### config.mk
export PLATFORM = sky130hd
export DESIGN_NAME = disp_timing_gen
export DESIGN_NICKNAME = d
export VERILOG_FILES = /design/src/rtl/disp_timing_gen.sv
export SDC_FILE = /design/constraint.sdc
export NUM_CORES = 1
export LEC_CHECK = 0
export ABC_AREA = 1
export BUFFER_PORTS_ARGS = -buffer_cell sky130_fd_sc_hd__buf_2
export CAP_MARGIN = 0
export CORE_MARGIN = 5
export CORE_UTILIZATION = 45
export CTS_CLUSTER_SIZE = 10
export DETAILED_ROUTE_END_ITERATION = 8
export GPL_ROUTABILITY_DRIVEN = 1
export GPL_TIMING_DRIVEN = 0
export SLEW_MARGIN = 5
export SYNTH_ARGS = -nofsm -noshare
export SYNTH_HDL_FRONTEND = slang
export SYNTH_SLANG_ARGS = --single-unit
### constraint.sdc
create_clock -name pixel_clk -period 9.2 [get_ports pixel_clk]
set_input_delay 0.46 -clock pixel_clk [delete_from_list [all_inputs] [get_ports pixel_clk]]
set_output_delay 0.46 -clock pixel_clk [all_outputs]
set_load 0.005 [all_outputs]
### src/rtl/disp_timing_gen.sv
// Raster timing generator: programmable DE/HSYNC/VSYNC with double-buffered mode set.
// Optional DISP_TG_LINE_IRQ_EN adds a per-frame line interrupt strobe.
module disp_timing_gen #(
    parameter int CNT_W = 13
) (
    input  logic             pixel_clk,
    input  logic             rst_n,
    input  logic             tg_enable,
    input  logic [CNT_W-1:0] cfg_h_active,
    input  logic [CNT_W-1:0] cfg_h_fp,
    input  logic [CNT_W-1:0] cfg_h_sync,
    input  logic [CNT_W-1:0] cfg_h_bp,
    input  logic [CNT_W-1:0] cfg_v_active,
    input  logic [CNT_W-1:0] cfg_v_fp,
    input  logic [CNT_W-1:0] cfg_v_sync,
    input  logic [CNT_W-1:0] cfg_v_bp,
    input  logic             cfg_hs_pol,
    input  logic             cfg_vs_pol,
    input  logic             cfg_update,
`ifdef DISP_TG_LINE_IRQ_EN
    input  logic [CNT_W-1:0] cfg_irq_line,
    output logic             line_irq,
`endif
    output logic             cfg_pending,
    output logic             cfg_err,
    output logic             de,
    output logic             hsync,
    output logic             vsync,
    output logic [CNT_W-1:0] pix_x,
    output logic [CNT_W-1:0] pix_y,
    output logic             line_start,
    output logic             frame_start,
    output logic             frame_end
);

    localparam int SW = CNT_W + 2;

    typedef logic [CNT_W-1:0] cnt_t;
    typedef logic [SW-1:0]    sum_t;

    typedef struct packed {
        cnt_t ha;
        cnt_t hf;
        cnt_t hs;
        cnt_t hb;
        cnt_t va;
        cnt_t vf;
        cnt_t vs;
        cnt_t vb;
    } tset_t;

    typedef enum logic [1:0] {
        S_IDLE,
        S_LOAD,
        S_RUN
    } state_t;

    localparam sum_t MAXT = sum_t'(1) << CNT_W;

    function automatic sum_t f_ext(cnt_t c);
        return {2'b00, c};
    endfunction

    function automatic sum_t f_ht(tset_t s);
        return f_ext(s.ha) + f_ext(s.hf) + f_ext(s.hs) + f_ext(s.hb);
    endfunction

    function automatic sum_t f_vt(tset_t s);
        return f_ext(s.va) + f_ext(s.vf) + f_ext(s.vs) + f_ext(s.vb);
    endfunction

    function automatic logic f_legal(tset_t s);
        return (s.ha != '0) && (s.hf != '0) && (s.hs != '0) && (s.hb != '0)
            && (s.va != '0) && (s.vf != '0) && (s.vs != '0) && (s.vb != '0)
            && (f_ht(s) <= MAXT) && (f_vt(s) <= MAXT);
    endfunction

    state_t r_state;
    tset_t  r_sh;
    tset_t  r_act;
    logic   r_pending;
    logic   r_err;
    logic   r_retry;
    cnt_t   r_h;
    cnt_t   r_v;

    tset_t  w_cfg;
    logic   w_sh_ok;
    logic   w_h_last;
    logic   w_v_last;
    state_t w_state_nx;
    logic   w_load;
    logic   w_run;
    logic   w_err_nx;
    logic   w_retry_nx;
    cnt_t   w_h_nx;
    cnt_t   w_v_nx;
    tset_t  w_set_nx;
    sum_t   w_hx;
    sum_t   w_vx;
    sum_t   w_ht_nx;
    sum_t   w_vt_nx;
    sum_t   w_hs_lo;
    sum_t   w_hs_hi;
    sum_t   w_vs_lo;
    sum_t   w_vs_hi;
    logic   w_de;
    logic   w_hs_on;
    logic   w_vs_on;
    logic   w_ls;
    logic   w_fs;
    logic   w_fe;

    assign w_cfg = {cfg_h_active, cfg_h_fp, cfg_h_sync, cfg_h_bp,
                    cfg_v_active, cfg_v_fp, cfg_v_sync, cfg_v_bp};

    assign w_sh_ok  = f_legal(r_sh);
    assign w_h_last = f_ext(r_h) == f_ht(r_act) - sum_t'(1);
    assign w_v_last = f_ext(r_v) == f_vt(r_act) - sum_t'(1);

    assign cfg_pending = r_pending;
    assign cfg_err     = r_err;

    // Next counter position and state; outputs below are derived from these
    // so the registered outputs line up with the registered counters.
    always_comb begin
        w_state_nx = r_state;
        w_load     = 1'b0;
        w_run      = 1'b0;
        w_err_nx   = r_err;
        w_retry_nx = r_retry;
        w_h_nx     = '0;
        w_v_nx     = '0;
        if (!tg_enable) begin
            w_state_nx = S_IDLE;
            w_retry_nx = 1'b0;
        end else begin
            unique case (r_state)
                S_IDLE: w_state_nx = S_LOAD;
                S_LOAD: begin
                    if (!r_retry || r_pending) begin
                        w_load = 1'b1;
                        if (w_sh_ok) begin
                            w_state_nx = S_RUN;
                            w_run      = 1'b1;
                            w_err_nx   = 1'b0;
                            w_retry_nx = 1'b0;
                        end else begin
                            w_err_nx   = 1'b1;
                            w_retry_nx = 1'b1;
                        end
                    end
                end
                S_RUN: begin
                    w_run = 1'b1;
                    if (w_h_last && w_v_last) begin
                        if (r_pending) begin
                            w_load = 1'b1;
                            if (w_sh_ok) begin
                                w_err_nx = 1'b0;
                            end else begin
                                w_run      = 1'b0;
                                w_err_nx   = 1'b1;
                                w_retry_nx = 1'b1;
                                w_state_nx = S_LOAD;
                            end
                        end
                    end else if (w_h_last) begin
                        w_v_nx = r_v + cnt_t'(1);
                    end else begin
                        w_h_nx = r_h + cnt_t'(1);
                        w_v_nx = r_v;
                    end
                end
                default: w_state_nx = S_IDLE;
            endcase
        end
    end

    always_comb begin
        w_set_nx = w_load ? r_sh : r_act;
        w_hx     = f_ext(w_h_nx);
        w_vx     = f_ext(w_v_nx);
        w_ht_nx  = f_ht(w_set_nx);
        w_vt_nx  = f_vt(w_set_nx);
        w_hs_lo  = f_ext(w_set_nx.ha) + f_ext(w_set_nx.hf);
        w_hs_hi  = w_hs_lo + f_ext(w_set_nx.hs);
        w_vs_lo  = f_ext(w_set_nx.va) + f_ext(w_set_nx.vf);
        w_vs_hi  = w_vs_lo + f_ext(w_set_nx.vs);
        w_de     = w_run && (w_h_nx < w_set_nx.ha) && (w_v_nx < w_set_nx.va);
        w_hs_on  = w_run && (w_hx >= w_hs_lo) && (w_hx < w_hs_hi);
        w_vs_on  = w_run && (w_vx >= w_vs_lo) && (w_vx < w_vs_hi);
        w_ls     = w_run && (w_h_nx == '0);
        w_fs     = w_ls && (w_v_nx == '0);
        w_fe     = w_run && (w_hx == w_ht_nx - sum_t'(1))
                         && (w_vx == w_vt_nx - sum_t'(1));
    end

    always_ff @(posedge pixel_clk or negedge rst_n) begin
        if (!rst_n) begin
            r_state     <= S_IDLE;
            r_sh        <= '0;
            r_act       <= '0;
            r_pending   <= 1'b0;
            r_err       <= 1'b0;
            r_retry     <= 1'b0;
            r_h         <= '0;
            r_v         <= '0;
            de          <= 1'b0;
            hsync       <= 1'b0;
            vsync       <= 1'b0;
            pix_x       <= '0;
            pix_y       <= '0;
            line_start  <= 1'b0;
            frame_start <= 1'b0;
            frame_end   <= 1'b0;
`ifdef DISP_TG_LINE_IRQ_EN
            line_irq    <= 1'b0;
`endif
        end else begin
            r_state <= w_state_nx;
            r_err   <= w_err_nx;
            r_retry <= w_retry_nx;
            r_h     <= w_h_nx;
            r_v     <= w_v_nx;
            if (cfg_update) begin
                r_sh <= w_cfg;
            end
            if (w_load) begin
                r_act <= r_sh;
            end
            // A capture on the reload edge survives for the next boundary.
            r_pending   <= cfg_update | (r_pending & ~w_load);
            de          <= w_de;
            hsync       <= cfg_hs_pol ? w_hs_on : ~w_hs_on;
            vsync       <= cfg_vs_pol ? w_vs_on : ~w_vs_on;
            pix_x       <= w_de ? w_h_nx : '0;
            pix_y       <= w_de ? w_v_nx : '0;
            line_start  <= w_ls;
            frame_start <= w_fs;
            frame_end   <= w_fe;
`ifdef DISP_TG_LINE_IRQ_EN
            line_irq    <= w_ls && (w_v_nx == cfg_irq_line);
`endif
        end
    end

endmodule

==> flow_metrics.tcl <==
set metrics [dict create \
    grt_pass1_wl_um 113000 \
    dr.pass1.iters 5 \
    holdCritStartpoint "cfg_vs_pol" \
    crit_arrival_ns 9.49 \
    layout_common_cells "575 x nand2_1, 540 x inv_1, 271 x dfrtp_1, 240 x ha_1, 192 x o21ai_0" \
    final_area_sq_mm 0.0273 \
    slew_violations 0 \
    fmax_ghz 0.111 \
    place_hpwl_um 61000 \
    vias 20100 \
    final_common_cell "nand2_1" \
    die_y_um 237 \
    ff2ff_setup_slack_ns 0.19 \
    status "finished, final reports clean" \
    design.portCount 144 \
    hold_path.class "input port to flip-flop" \
    initial_utilization_pct 45.3 \
    diodes 0 \
    relSlewSlack_pct 28.2 \
    grt_max_degree 86 \
    drive_gt1_share_pct 17.5 \
    whs_ns 0.0839 \
    drc 0 \
    holdPathEnd "vsync" \
    gp_congestion 0.915 \
    finalSetupViolCount 0 \
    endpoint_kind "flip-flop" \
    htree_levels 2 \
    period_share_pct 97.9 \
    slowest_delay_ns 0.53 \
    ff2ff_path_depth 52 \
    stdcell_count 3823 \
    area.growth.synth_to_final_pct 17.9 \
    netlist_instances 2896 \
    ant_nets 0 \
    path_clk_slew_ns 0.06 \
    clk_latency_ns 0.57 \
    dp.cells 3721 \
    first_iter_violations 1511 \
    synth_edf_count 0 \
    clock-root-buffer "clkbuf_16" \
    crit_required_ns 9.68 \
    crit_fanout 7 \
    finalCriticalPeriod_ns 9.01 \
    grtUsageTotal_pct 25.8 \
    hold_depth 2 \
    fin_skew_ns 0.0194 \
    port_buffers 142 \
    async_reset_ff_share_pct 100 \
    tightest_slew_ns 1.08 \
    avgViaCountPerCell 5.25 \
    overflow 0 \
    die_w_um 237 \
    drv_cap 0 \
    synth_seq_cells 271 \
    place_area_sq_mm 0.0249 \
    rsz0062_at_grt "yes" \
    crit_path_start_kind "flip-flop" \
    avgSynthCellArea_sq_um 8.01 \
    clock_sinks 271 \
    cts_tree "done" \
    totalWireLength_um 74400 \
    tns_ns 0 \
    reg2reg_from "r_act[14]" \
    cts_buffer_depth 3 \
    synth_fp_nets 3381 \
    antenna_found_initial 1 \
    crit_slowest_cell "fa_1" \
    grt_pass1_vias 19900 \
    numCtsBuffers 36 \
    critical_path_class "flip-flop to flip-flop" \
    seq_area_frac_synth_pct 29.2 \
    yosys_warnings 0 \
    post_drt_wl_per_cell_um 19.5 \
    synth.cell_area_sq_mm 0.0232 \
    r2r_end "frame_end" \
    core_area_sq_mm 0.0512 \
    nets 3608 \
    ys_types 57 \
    hold_viol 0 \
    synth_flop_cell "dfrtp_1" \
    dieArea_sq_mm 0.0562 \
    rows 83 \
]
[state kept, by name (all words and copies together), names as in the netlist]
signal,cells
r_sh,104
hsync,1
cfg_pending,1
r_state,2
de,1
frame_end,1
pix_y,13
r_h,13
r_retry,1
frame_start,1
r_v,13
pix_x,13
vsync,1
r_act,104
line_start,1
cfg_err,1
[cell usage after synthesis, types with 5 or more instances]
cell type	n	area [sq um]
nor2_4	23	259
nor4_1	26	163
inv_2	11	41.3
nand3_1	118	591
nand2_2	15	93.8
clkbuf_1	34	128
buf_1	5	18.8
or2_2	24	150
nand2_4	7	78.8
fa_1	108	2160
xnor2_1	29	254
dfrtp_1	271	6780
inv_1	560	2100
nand4_1	48	300
a21oi_1	129	646
nand3b_1	11	82.6
o21ai_0	222	1110
nor2_1	131	492
o211ai_1	7	52.6
nand2_1	597	2240
nor2_2	8	50.1
a21o_1	12	90.1
nand3_2	6	60.1
a31oi_1	6	37.5
mux2_2	34	383
o21bai_1	22	165
xor2_1	84	736
ha_1	267	3340
nor3_1	28	140
[area by class of cell]
type	count	area [sq um]
well taps	680	851
clock inverters	7	149
fillers	4806	23800
multi-input cells	2006	14900
repair buffers	189	1170
plain buffers	46	345
flip-flops and latches	271	6780
clock buffers	51	1030
inverters	573	2160
[stage by stage]
stage / setup WS (ns) / utilization (%)
finish: 0.194 / 53.4
global route: -0.342 / 53.4
CTS: 0.00141 / 51.5
detailed placement: -0.963 / 48.6
global placement: -0.884 / 48.4
floorplan: 0.833 / -
[metal layers]
layer  global-route usage, %  vias to the layer above  part of all wire (%)
li1                        -                     9725                     -
met1                    37.9                     9675                    47
met2                    40.1                      579                    44
met3                    4.40                       97                   6.6
met4                    5.93                        0                   2.4
met5                       0                        -                     0
[cell families after synthesis]
group / after synthesis / share of synthesized area, %
buf+inv: 620 / 10.3
mux: 34 / 1.65
compound gates: 429 / 10.1
fa+ha+maj: 375 / 23.7
flops: 271 / 29.2
xor+xnor: 116 / 4.48
simple gates: 1051 / 20.6
[worst max-delay path by stage]
stage                    from        end  slack (ns)  depth (start not counted)
finish              r_act[14]  frame_end        0.19                         52
global placement    r_act[66]  frame_end       -0.88                         59
floorplan           r_act[53]  frame_end        0.83                         61
global route        r_act[14]  frame_end       -0.34                         57
detailed placement  r_act[66]  frame_end       -0.96                         61
CTS                 r_act[66]  frame_end       0.001                         56
[critical path: cells and delay by family (launching register included)]
kind            cells  cell delay [ns]
fa+ha+maj          10             3.46
xor+xnor            3             0.57
compound gates      7             1.12
simple gates       25             2.68
buf+inv             7             0.72
flops               1             0.35
[what timing repair did]
item | 4_1_cts | 5_1_grt
setup endpoints to repair | 2 | 2
hold buffers | 1 | 0
gates resized for setup | 94 | 168
endpoints found under the hold margin | 50 | 0
gates cloned | 0 | 3
pin swaps | 13 | 91
buffers inserted | 9 | 32
Power is left out: the tool's default activity adds up to more than one toggle a clock period on the data nets, which glitch-free logic cannot reach.
